<file path="config.mk">
export PLATFORM = sky130hd
export DESIGN_NAME = pipeline_ctrl
export DESIGN_NICKNAME = d
export VERILOG_FILES = /design/src/rtl/mips_pkg.sv /design/src/rtl/load_use_detect.sv /design/src/rtl/pipeline_ctrl.sv
export SDC_FILE = /design/constraint.sdc
export NUM_CORES = 1
export LEC_CHECK = 0
export CAP_MARGIN = 20
export CORE_MARGIN = 2
export CORE_UTILIZATION = 36
export DETAILED_ROUTE_END_ITERATION = 6
export PLACE_DENSITY = 0.71
export SETUP_SLACK_MARGIN = 0.2
export SLEW_MARGIN = 20
export SYNTH_ARGS = -nofsm -noshare
export SYNTH_HDL_FRONTEND = slang
export SYNTH_HIERARCHICAL = 1
export SYNTH_SLANG_ARGS = --single-unit
</file>
<file path="constraint.sdc">
create_clock -name clk -period 7.5 [get_ports clk]
set_input_delay 1.875 -clock clk [delete_from_list [all_inputs] [get_ports clk]]
set_output_delay 1.875 -clock clk [all_outputs]
set_load 0.03 [all_outputs]
</file>
<file path="src/rtl/mips_pkg.sv">
// Shared pipeline-control constants: FSM state encoding, the memory-wait
// ceiling, and the hardwired-zero register index.
package mips_pkg;

  typedef logic [0:0] ctrl_state_t;

  localparam logic [0:0] RUN      = 1'b0;
  localparam logic [0:0] MEM_WAIT = 1'b1;

  localparam logic [7:0] WAIT_MAX = 8'd255;
  localparam logic [4:0] REG_ZERO = 5'd0;

endpackage

</file>
<file path="src/rtl/load_use_detect.sv">
// Flags an ID-stage instruction that reads the destination of a load still in EX.
module load_use_detect
  import mips_pkg::*;
(
  input  logic [4:0] rs_ID,
  input  logic [4:0] rt_ID,
  input  logic       use_rs_ID,
  input  logic       use_rt_ID,
  input  logic [4:0] wreg_EX,
  input  logic       RegWrite_EX,
  input  logic       MemtoReg_EX,
  output logic       hazard
);

  logic rs_match;
  logic rt_match;

  assign rs_match = use_rs_ID && (rs_ID == wreg_EX);
  assign rt_match = use_rt_ID && (rt_ID == wreg_EX);

  // Writes to r0 are discarded, so a load into r0 never creates a dependency.
  assign hazard = MemtoReg_EX && RegWrite_EX && (wreg_EX != REG_ZERO) &&
                  (rs_match || rt_match);

endmodule

</file>
<file path="src/rtl/pipeline_ctrl.sv">
// Pipeline stall/flush controller: load-use bubbles, EX redirects and
// data-memory wait states, with stall-cycle and memory-timeout bookkeeping.
module pipeline_ctrl
  import mips_pkg::*;
(
  input  logic        clk,
  input  logic        rst,
  input  logic [4:0]  rs_ID,
  input  logic [4:0]  rt_ID,
  input  logic        use_rs_ID,
  input  logic        use_rt_ID,
  input  logic [4:0]  wreg_EX,
  input  logic        RegWrite_EX,
  input  logic        MemtoReg_EX,
  input  logic        redirect_EX,
  input  logic        dmem_req,
  input  logic        dmem_ready,
  output logic        stall_PC,
  output logic        stall_IF_ID,
  output logic        stall_ID_EX,
  output logic        stall_EX_MEM,
  output logic        stall_MEM_WB,
  output logic        clear_IF_ID,
  output logic        clear_ID_EX,
  output logic        clear_MEM_WB,
  output logic [15:0] stall_cycles,
  output logic        mem_timeout
);

  ctrl_state_t state;
  logic [7:0]  wait_cnt;
  logic        hazard;
  logic        mem_stall;

  function automatic logic [7:0] sat_inc8(input logic [7:0] v);
    return (v == WAIT_MAX) ? v : v + 8'd1;
  endfunction

  function automatic logic [15:0] sat_inc16(input logic [15:0] v);
    return (v == 16'hFFFF) ? v : v + 16'd1;
  endfunction

  load_use_detect u_load_use_detect (
    .rs_ID       (rs_ID),
    .rt_ID       (rt_ID),
    .use_rs_ID   (use_rs_ID),
    .use_rt_ID   (use_rt_ID),
    .wreg_EX     (wreg_EX),
    .RegWrite_EX (RegWrite_EX),
    .MemtoReg_EX (MemtoReg_EX),
    .hazard      (hazard)
  );

  // In MEM_WAIT only readiness matters; dmem_req is assumed held by MEM.
  assign mem_stall = (state == MEM_WAIT) ? !dmem_ready : (dmem_req && !dmem_ready);

  always_comb begin
    stall_PC     = 1'b1;
    stall_IF_ID  = 1'b1;
    stall_ID_EX  = 1'b1;
    stall_EX_MEM = 1'b1;
    stall_MEM_WB = 1'b1;
    clear_IF_ID  = 1'b0;
    clear_ID_EX  = 1'b0;
    clear_MEM_WB = 1'b0;
    // Reset gates the outputs directly so defaults appear without waiting for a clock.
    if (!rst) begin
      if (mem_stall) begin
        stall_PC     = 1'b0;
        stall_IF_ID  = 1'b0;
        stall_ID_EX  = 1'b0;
        stall_EX_MEM = 1'b0;
        stall_MEM_WB = 1'b0;
        clear_MEM_WB = 1'b1;
      end else if (redirect_EX) begin
        clear_IF_ID  = 1'b1;
        clear_ID_EX  = 1'b1;
      end else if (hazard) begin
        stall_PC     = 1'b0;
        stall_IF_ID  = 1'b0;
        clear_ID_EX  = 1'b1;
      end
    end
  end

  always_ff @(posedge clk or posedge rst) begin
    if (rst) begin
      state        <= RUN;
      wait_cnt     <= 8'd0;
      stall_cycles <= 16'd0;
      mem_timeout  <= 1'b0;
    end else begin
      if (state == RUN) begin
        if (mem_stall) begin
          state    <= MEM_WAIT;
          wait_cnt <= 8'd1;
        end
      end else begin
        if (dmem_ready) begin
          state    <= RUN;
          wait_cnt <= 8'd0;
        end else begin
          wait_cnt <= sat_inc8(wait_cnt);
          if (wait_cnt == WAIT_MAX - 8'd1)
            mem_timeout <= 1'b1;
        end
      end
      if (!stall_PC)
        stall_cycles <= sat_inc16(stall_cycles);
    end
  end

endmodule

</file>
# After elaboration in Yosys (flattened, before gate mapping)
# Index checks and enable logic that the tools add are counted.
[word_totals]
register_bits = 26
inputBits = 24
output_inout_bits = 25
elab_cells = 50
[op_classes]
add_sub_neg = 2
eq_ne = 6
n_mux = 22
n_bitwise = 3
n_reduce_logical = 13
[ops]
columns = ["cell", "count"]
rows = [
  ["two-way mux 8 bit", 4],
  ["two-way mux 1 bit", 18],
  ["adder 16 x 1 -> 16 bit (second input constant)", 1],
  ["== test 16 bit (second input constant)", 1],
  ["== test 8 bit (second input constant)", 2],
  ["== test 5 bit", 2],
  ["adder 8 x 1 -> 8 bit (second input constant)", 1],
  ["logical AND 1 bit", 6],
  ["nonzero test 5 bit", 1],
  ["AND reduction 2 bit", 2],
  ["!= test 3 bit (second input constant)", 1],
  ["inverter 1 bit", 3],
  ["AND reduction 3 bit", 1],
  ["nonzero test 2 bit", 1],
  ["zero test 1 bit", 1],
  ["logical OR 1 bit", 1],
]

# Longest topological paths before layout
[depth]
word_depth = 10
mapped_depth = 9
ltp_nobuf = 9

# Hierarchy
# The synthesis kept the hierarchy.
[modules_own_cells]
columns = ["mod", "n_inst", "cells_each", "area_per_inst_um2", "seq_area_each_um2"]
rows = [
  ["pipeline_ctrl", 1, 143, 1478.9, 650.6],
  ["load_use_detect", 1, 17, 135.1, 0.0],
]

# Least setup slack after synthesis
# Ideal clock, no wire load.
[synth_timing]
path_kind = "input port to output port"
startpoint = "in wreg_EX[2]"
endpoint = "out clear_ID_EX"
arrival_time_ns = 3.245
required_ns = 5.625
setup_slack_ns = 2.380
stages = 6
n_path_buf = 0
path_cell_list = "xor2_1 -> nor4_1 -> nand3_1 -> a21oi_1 -> nor2_1 -> nor3_1"
[synth_via]
elab_chain_len = 8
elab_cells_between_ends = 12
cone_classes = "eq/ne (2); mux (4); reduce/logical (6)"
[synth_lines]
columns = ["item", "line_no", "rtl"]
rows = [
  ["start: declaration", "pipeline_ctrl.sv:12", "input logic [4:0] wreg_EX,"],
  ["== test 5 bit (on tied branches)", "load_use_detect.sv:18, load_use_detect.sv:19", ""],
  ["logical AND 1 bit (on tied branches)", "load_use_detect.sv:18, load_use_detect.sv:19", ""],
  ["logical OR 1 bit", "load_use_detect.sv:23", "(rs_match || rt_match);"],
  ["logical AND 1 bit *", "load_use_detect.sv:22", "assign hazard = MemtoReg_EX && RegWrite_EX && (wreg_EX != REG_ZERO) &&"],
  ["net hazard", "pipeline_ctrl.sv:32", "logic hazard;"],
  ["two-way mux 1 bit *", "pipeline_ctrl.sv:78", "end else if (hazard) begin"],
  ["two-way mux 1 bit *", "pipeline_ctrl.sv:75", "end else if (redirect_EX) begin"],
  ["two-way mux 1 bit *", "pipeline_ctrl.sv:68", "if (mem_stall) begin"],
  ["two-way mux 1 bit *", "pipeline_ctrl.sv:67", "if (!rst) begin"],
  ["end: declaration", "pipeline_ctrl.sv:24", "output logic clear_ID_EX,"],
]
# Mark *: on every way through the listed nets, which the timed path passes. The rest lies on a longest branch.

# Worst setup path after layout
[layout_timing]
startpoint = "in wreg_EX[3]"
endpoint = "out stall_PC"
[layout_via]
elab_chain_len = 8
elab_cells_between_ends = 12
cone_classes = "eq/ne (2); mux (4); reduce/logical (6)"
[layout_lines]
columns = ["item", "line_no", "rtl"]
rows = [
  ["== test 5 bit (on tied branches)", "load_use_detect.sv:18, load_use_detect.sv:19", ""],
  ["logical AND 1 bit (on tied branches)", "load_use_detect.sv:18, load_use_detect.sv:19", ""],
  ["logical OR 1 bit", "load_use_detect.sv:23", ""],
  ["logical AND 1 bit *", "load_use_detect.sv:22", ""],
  ["net hazard", "pipeline_ctrl.sv:32", ""],
  ["two-way mux 1 bit *", "pipeline_ctrl.sv:78", ""],
  ["two-way mux 1 bit *", "pipeline_ctrl.sv:75", ""],
  ["two-way mux 1 bit *", "pipeline_ctrl.sv:68", ""],
  ["two-way mux 1 bit *", "pipeline_ctrl.sv:67", ""],
  ["end: declaration", "pipeline_ctrl.sv:18", "output logic stall_PC,"],
]
# Marks and branches as above.

==> metrics <==
Buffers & Inverters on Critical Path 3; global-route usage over all layers 15.1%; net count after synthesis between 150 and 200; number of antenna violations at the first check in global routing 0; series of cell instances along the critical path clkdlybuf4s50_1 > xor2_1 > nor4_1 > nand3_1 > a21oi_1 > nand2b_1 > a21oi_4 > inv_2 > clkdlybuf4s50_1; DRC viols 0; largest area contributor in the synthesized netlist sky130_fd_sc_hd__dfrtp_1; worst-case setup slack after placement 1.41 ns; via count of the first global-routing pass between 1000 and 1500; Crit-path slowest cell sky130_fd_sc_hd__clkdlybuf4s50_1; final total negative setup slack 0 ns; cells after synthesis between 150 and 200; chip width 71.0 um; Die Footprint between 5000 and 6000 um2; total of warnings raised by yosys 6; global placer's final weighted congestion 0.847; Filler Cell Count between 400 and 500; clock transition at the registers of the reported paths around 0.09 ns; count of buffers inserted at the top-level ports 48; number of buffers inserted during clock tree synthesis 3; Most used DFF post-synth sky130_fd_sc_hd__dfrtp_1; final-report hold violation count 0; data arrival time of the critical path around 4.2 ns; startpoint type of the worst setup path primary input; combined area of the multi-input logic cells 907 um2; PostCTS Resize Cnt 0; cells taking the most area after synthesis sky130_fd_sc_hd__dfrtp_1 (40%), sky130_fd_sc_hd__xor2_1 (9.2%), sky130_fd_sc_hd__xnor2_1 (3.8%); mapped cell area approximately 1600 um2; count of vias placed by the detailed router 1398; slowest cell delay on critical path approximately 0.60 ns; run status completed; cts-stage hold buffer count 0; slew margin rel. 56.0%; # Max-Cap Violations 0; startpoint-to-endpoint class of the critical path primary input to output port; crit-path max FO 7; fraction of layout instances using a drive strength above 1 9.09%; core box area roughly 4300 um2; length of the first detailed-routing pass in iterations 4; Final Core Density between 50% and 60%; total setup buffers inserted after CTS 0; largest net degree at the start of global routing 18; number of enable-type register cells in the synthesized netlist 0; residual overflow from global routing 0; vertical extent of the die between 70 and 80 um; area growth from synthesis to final layout 35.8%; share of the yosys chip area belonging to registers between 40% and 50%; hold crit path type register to register; Routed Antenna Nets 0; deepest clock path buffer count 2; DRT Wirelength roughly 3.6 mm; Detailed Place HPWL ~2.8 mm; required time at the endpoint of the critical path between 5 and 6 ns; clock latency on the worst-skew pair about 0.27 ns; instance count after placement with tap cells included around 260; endpoint class of the critical path output port; Sequential Area approximately 650 um2; initial drt markers 59; detail-routed net length per standard cell 13.8 um; final non-filler cell total roughly 260; unrepaired setup endpoints after global routing no; Via density 5.36; min Tclk post-route around 6.1 ns; cell type with the highest occurrence count on the critical path sky130_fd_sc_hd__clkdlybuf4s50_1; setup ws final between 1 and 1.5 ns; CTS tree built; share of Yosys cell area claimed by the top area cell type 40.3%; Seq cells post-synth 26; initial core utilization between 30% and 40%; worst clock skew about 0.0014 ns; CTS sink cnt 26; final layout net count 237; H-tree lvl count 1; number of rows in the core area 24; post-synth cell types 45; ys async rst share 100%; P per Cell Area about 180 nW/um2; number of placed I/O pins 49; cell at the root of the clock tree sky130_fd_sc_hd__clkbuf_8; final critical-path share of the clock period just over 80%; final setup violation count 0; max-slew violation count 0; cell type group with the largest total delay on the critical path buffers and inverters; achievable clock frequency roughly 160 MHz; wire length of the first global-routing pass just over 6 mm; standby leakage power roughly 0.93 nW; average cell area after synthesis roughly 10 um2; Slew @ Worst Pin about 0.66 ns; maximum VDD drop about 0.12 mV; number of inserted diodes 0
[stage by stage]
step	area (um2)	total power (W)	hold slack, ns
3_5_place_dp	2140	0.000305	0.462
2_1_floorplan	1610	0.000249	0.514
4_1_cts	2190	0.000398	0.484
5_1_grt	2190	0.000415	0.501
3_3_place_gp	2140	0.000305	0.456
6_report	2190	0.000394	0.479
[sequential cells by signal, indices dropped and copies added (netlist names)]
register,flops
stall_cycles,16
mem_timeout,1
wait_cnt,8
state,1
[Yosys cell counts (2+ instances only)]
master,n
sky130_fd_sc_hd__o31ai_1,4
sky130_fd_sc_hd__a31o_2,2
sky130_fd_sc_hd__inv_1,6
sky130_fd_sc_hd__and4_1,3
sky130_fd_sc_hd__o21ai_0,2
sky130_fd_sc_hd__a21oi_1,8
sky130_fd_sc_hd__dfrtp_1,26
sky130_fd_sc_hd__nand2_1,8
sky130_fd_sc_hd__o41ai_1,2
sky130_fd_sc_hd__nand3_1,10
sky130_fd_sc_hd__nor2_1,6
sky130_fd_sc_hd__ha_1,3
sky130_fd_sc_hd__and3_1,3
sky130_fd_sc_hd__nor4b_1,2
sky130_fd_sc_hd__and2_1,4
sky130_fd_sc_hd__nor4_1,5
sky130_fd_sc_hd__buf_4,4
sky130_fd_sc_hd__nand4_1,6
sky130_fd_sc_hd__nand2b_1,2
sky130_fd_sc_hd__xnor2_1,7
sky130_fd_sc_hd__or4_1,4
sky130_fd_sc_hd__nor3_1,4
sky130_fd_sc_hd__xor2_1,17
[layer usage]
layer  share of wire (%)  GRT usage (%)  wire (um)  vias to the layer above
met3                 3.8           3.70        139                        4
met5                   0              0          0                        -
li1                    -              -          -                      690
met1                  46           19.2       1650                      673
met4                0.69           1.89         25                        0
met2                  50           26.7       1800                       31
[placed cells by master (no fill, tap or decap), types with 2 or more instances in the layout]
master	instances
sky130_fd_sc_hd__nor4b_1	2
sky130_fd_sc_hd__and3_1	3
sky130_fd_sc_hd__nor3_1	4
sky130_fd_sc_hd__and2_1	4
sky130_fd_sc_hd__and4_1	3
sky130_fd_sc_hd__nor4_1	5
sky130_fd_sc_hd__dfrtp_1	26
sky130_fd_sc_hd__o21ai_0	2
sky130_fd_sc_hd__nand4_1	6
sky130_fd_sc_hd__or4_1	4
sky130_fd_sc_hd__nand2_1	8
sky130_fd_sc_hd__nand3_1	10
sky130_fd_sc_hd__xnor2_1	7
sky130_fd_sc_hd__o41ai_1	2
sky130_fd_sc_hd__nand2b_1	2
sky130_fd_sc_hd__xor2_1	17
sky130_fd_sc_hd__clkdlybuf4s50_1	48
sky130_fd_sc_hd__a21oi_1	8
sky130_fd_sc_hd__ha_1	3
sky130_fd_sc_hd__o31ai_1	4
sky130_fd_sc_hd__clkbuf_8	4
sky130_fd_sc_hd__a31o_2	2
sky130_fd_sc_hd__inv_1	6
sky130_fd_sc_hd__nor2_1	6
[where the power goes]
part	switching, W	leakage [nW]	internal, W
sequential	0.0000248	0.350	0.000155
clock	0.0000447	0.0288	0.0000470
combinational	0.0000633	0.555	0.0000589
[layout make-up]
class / count / area share, %
repair buffers: 49 / 22.3
flip-flops and latches: 26 / 29.7
inverters: 7 / 1.20
well taps: 52 / 2.97
multi-input cells: 123 / 41.4
clock buffers: 4 / 2.51
[cell families after synthesis]
| kind of cell | count (synthesis) | share of synthesized area, % |
|---|---|---|
| AND/OR/NAND/NOR | 67 | 26.9 |
| AO/OA/AOI/OAI | 27 | 12.3 |
| flip-flops | 26 | 40.3 |
| XOR/XNOR | 24 | 13.0 |
| buffers and inverters | 11 | 3.49 |
| adder cells (fa/ha/maj) | 3 | 2.33 |
| multiplexers | 2 | 1.63 |
[worst paths after layout]
path / start / to / slack, ns / depth (start not counted)
setup / recovery: wreg_EX[3] / stall_PC / 1.41 / 9
hold / removal: mem_timeout$_DFFE_PP0P_ / mem_timeout$_DFFE_PP0P_ / 0.48 / 1
setup reg to reg: stall_cycles[0]$_DFFE_PP0P_ / stall_cycles[1]$_DFFE_PP0P_ / 5.61 / 5
hold reg to reg: mem_timeout$_DFFE_PP0P_ / mem_timeout$_DFFE_PP0P_ / 0.48 / 1
max in group asynchronous: rst / stall_cycles[14]$_DFFE_PP0P_ / 4.75 / 3
min in group asynchronous: rst / state$_DFF_PP0_ / 2.14 / 2
(Power assumes the default switching activity.)
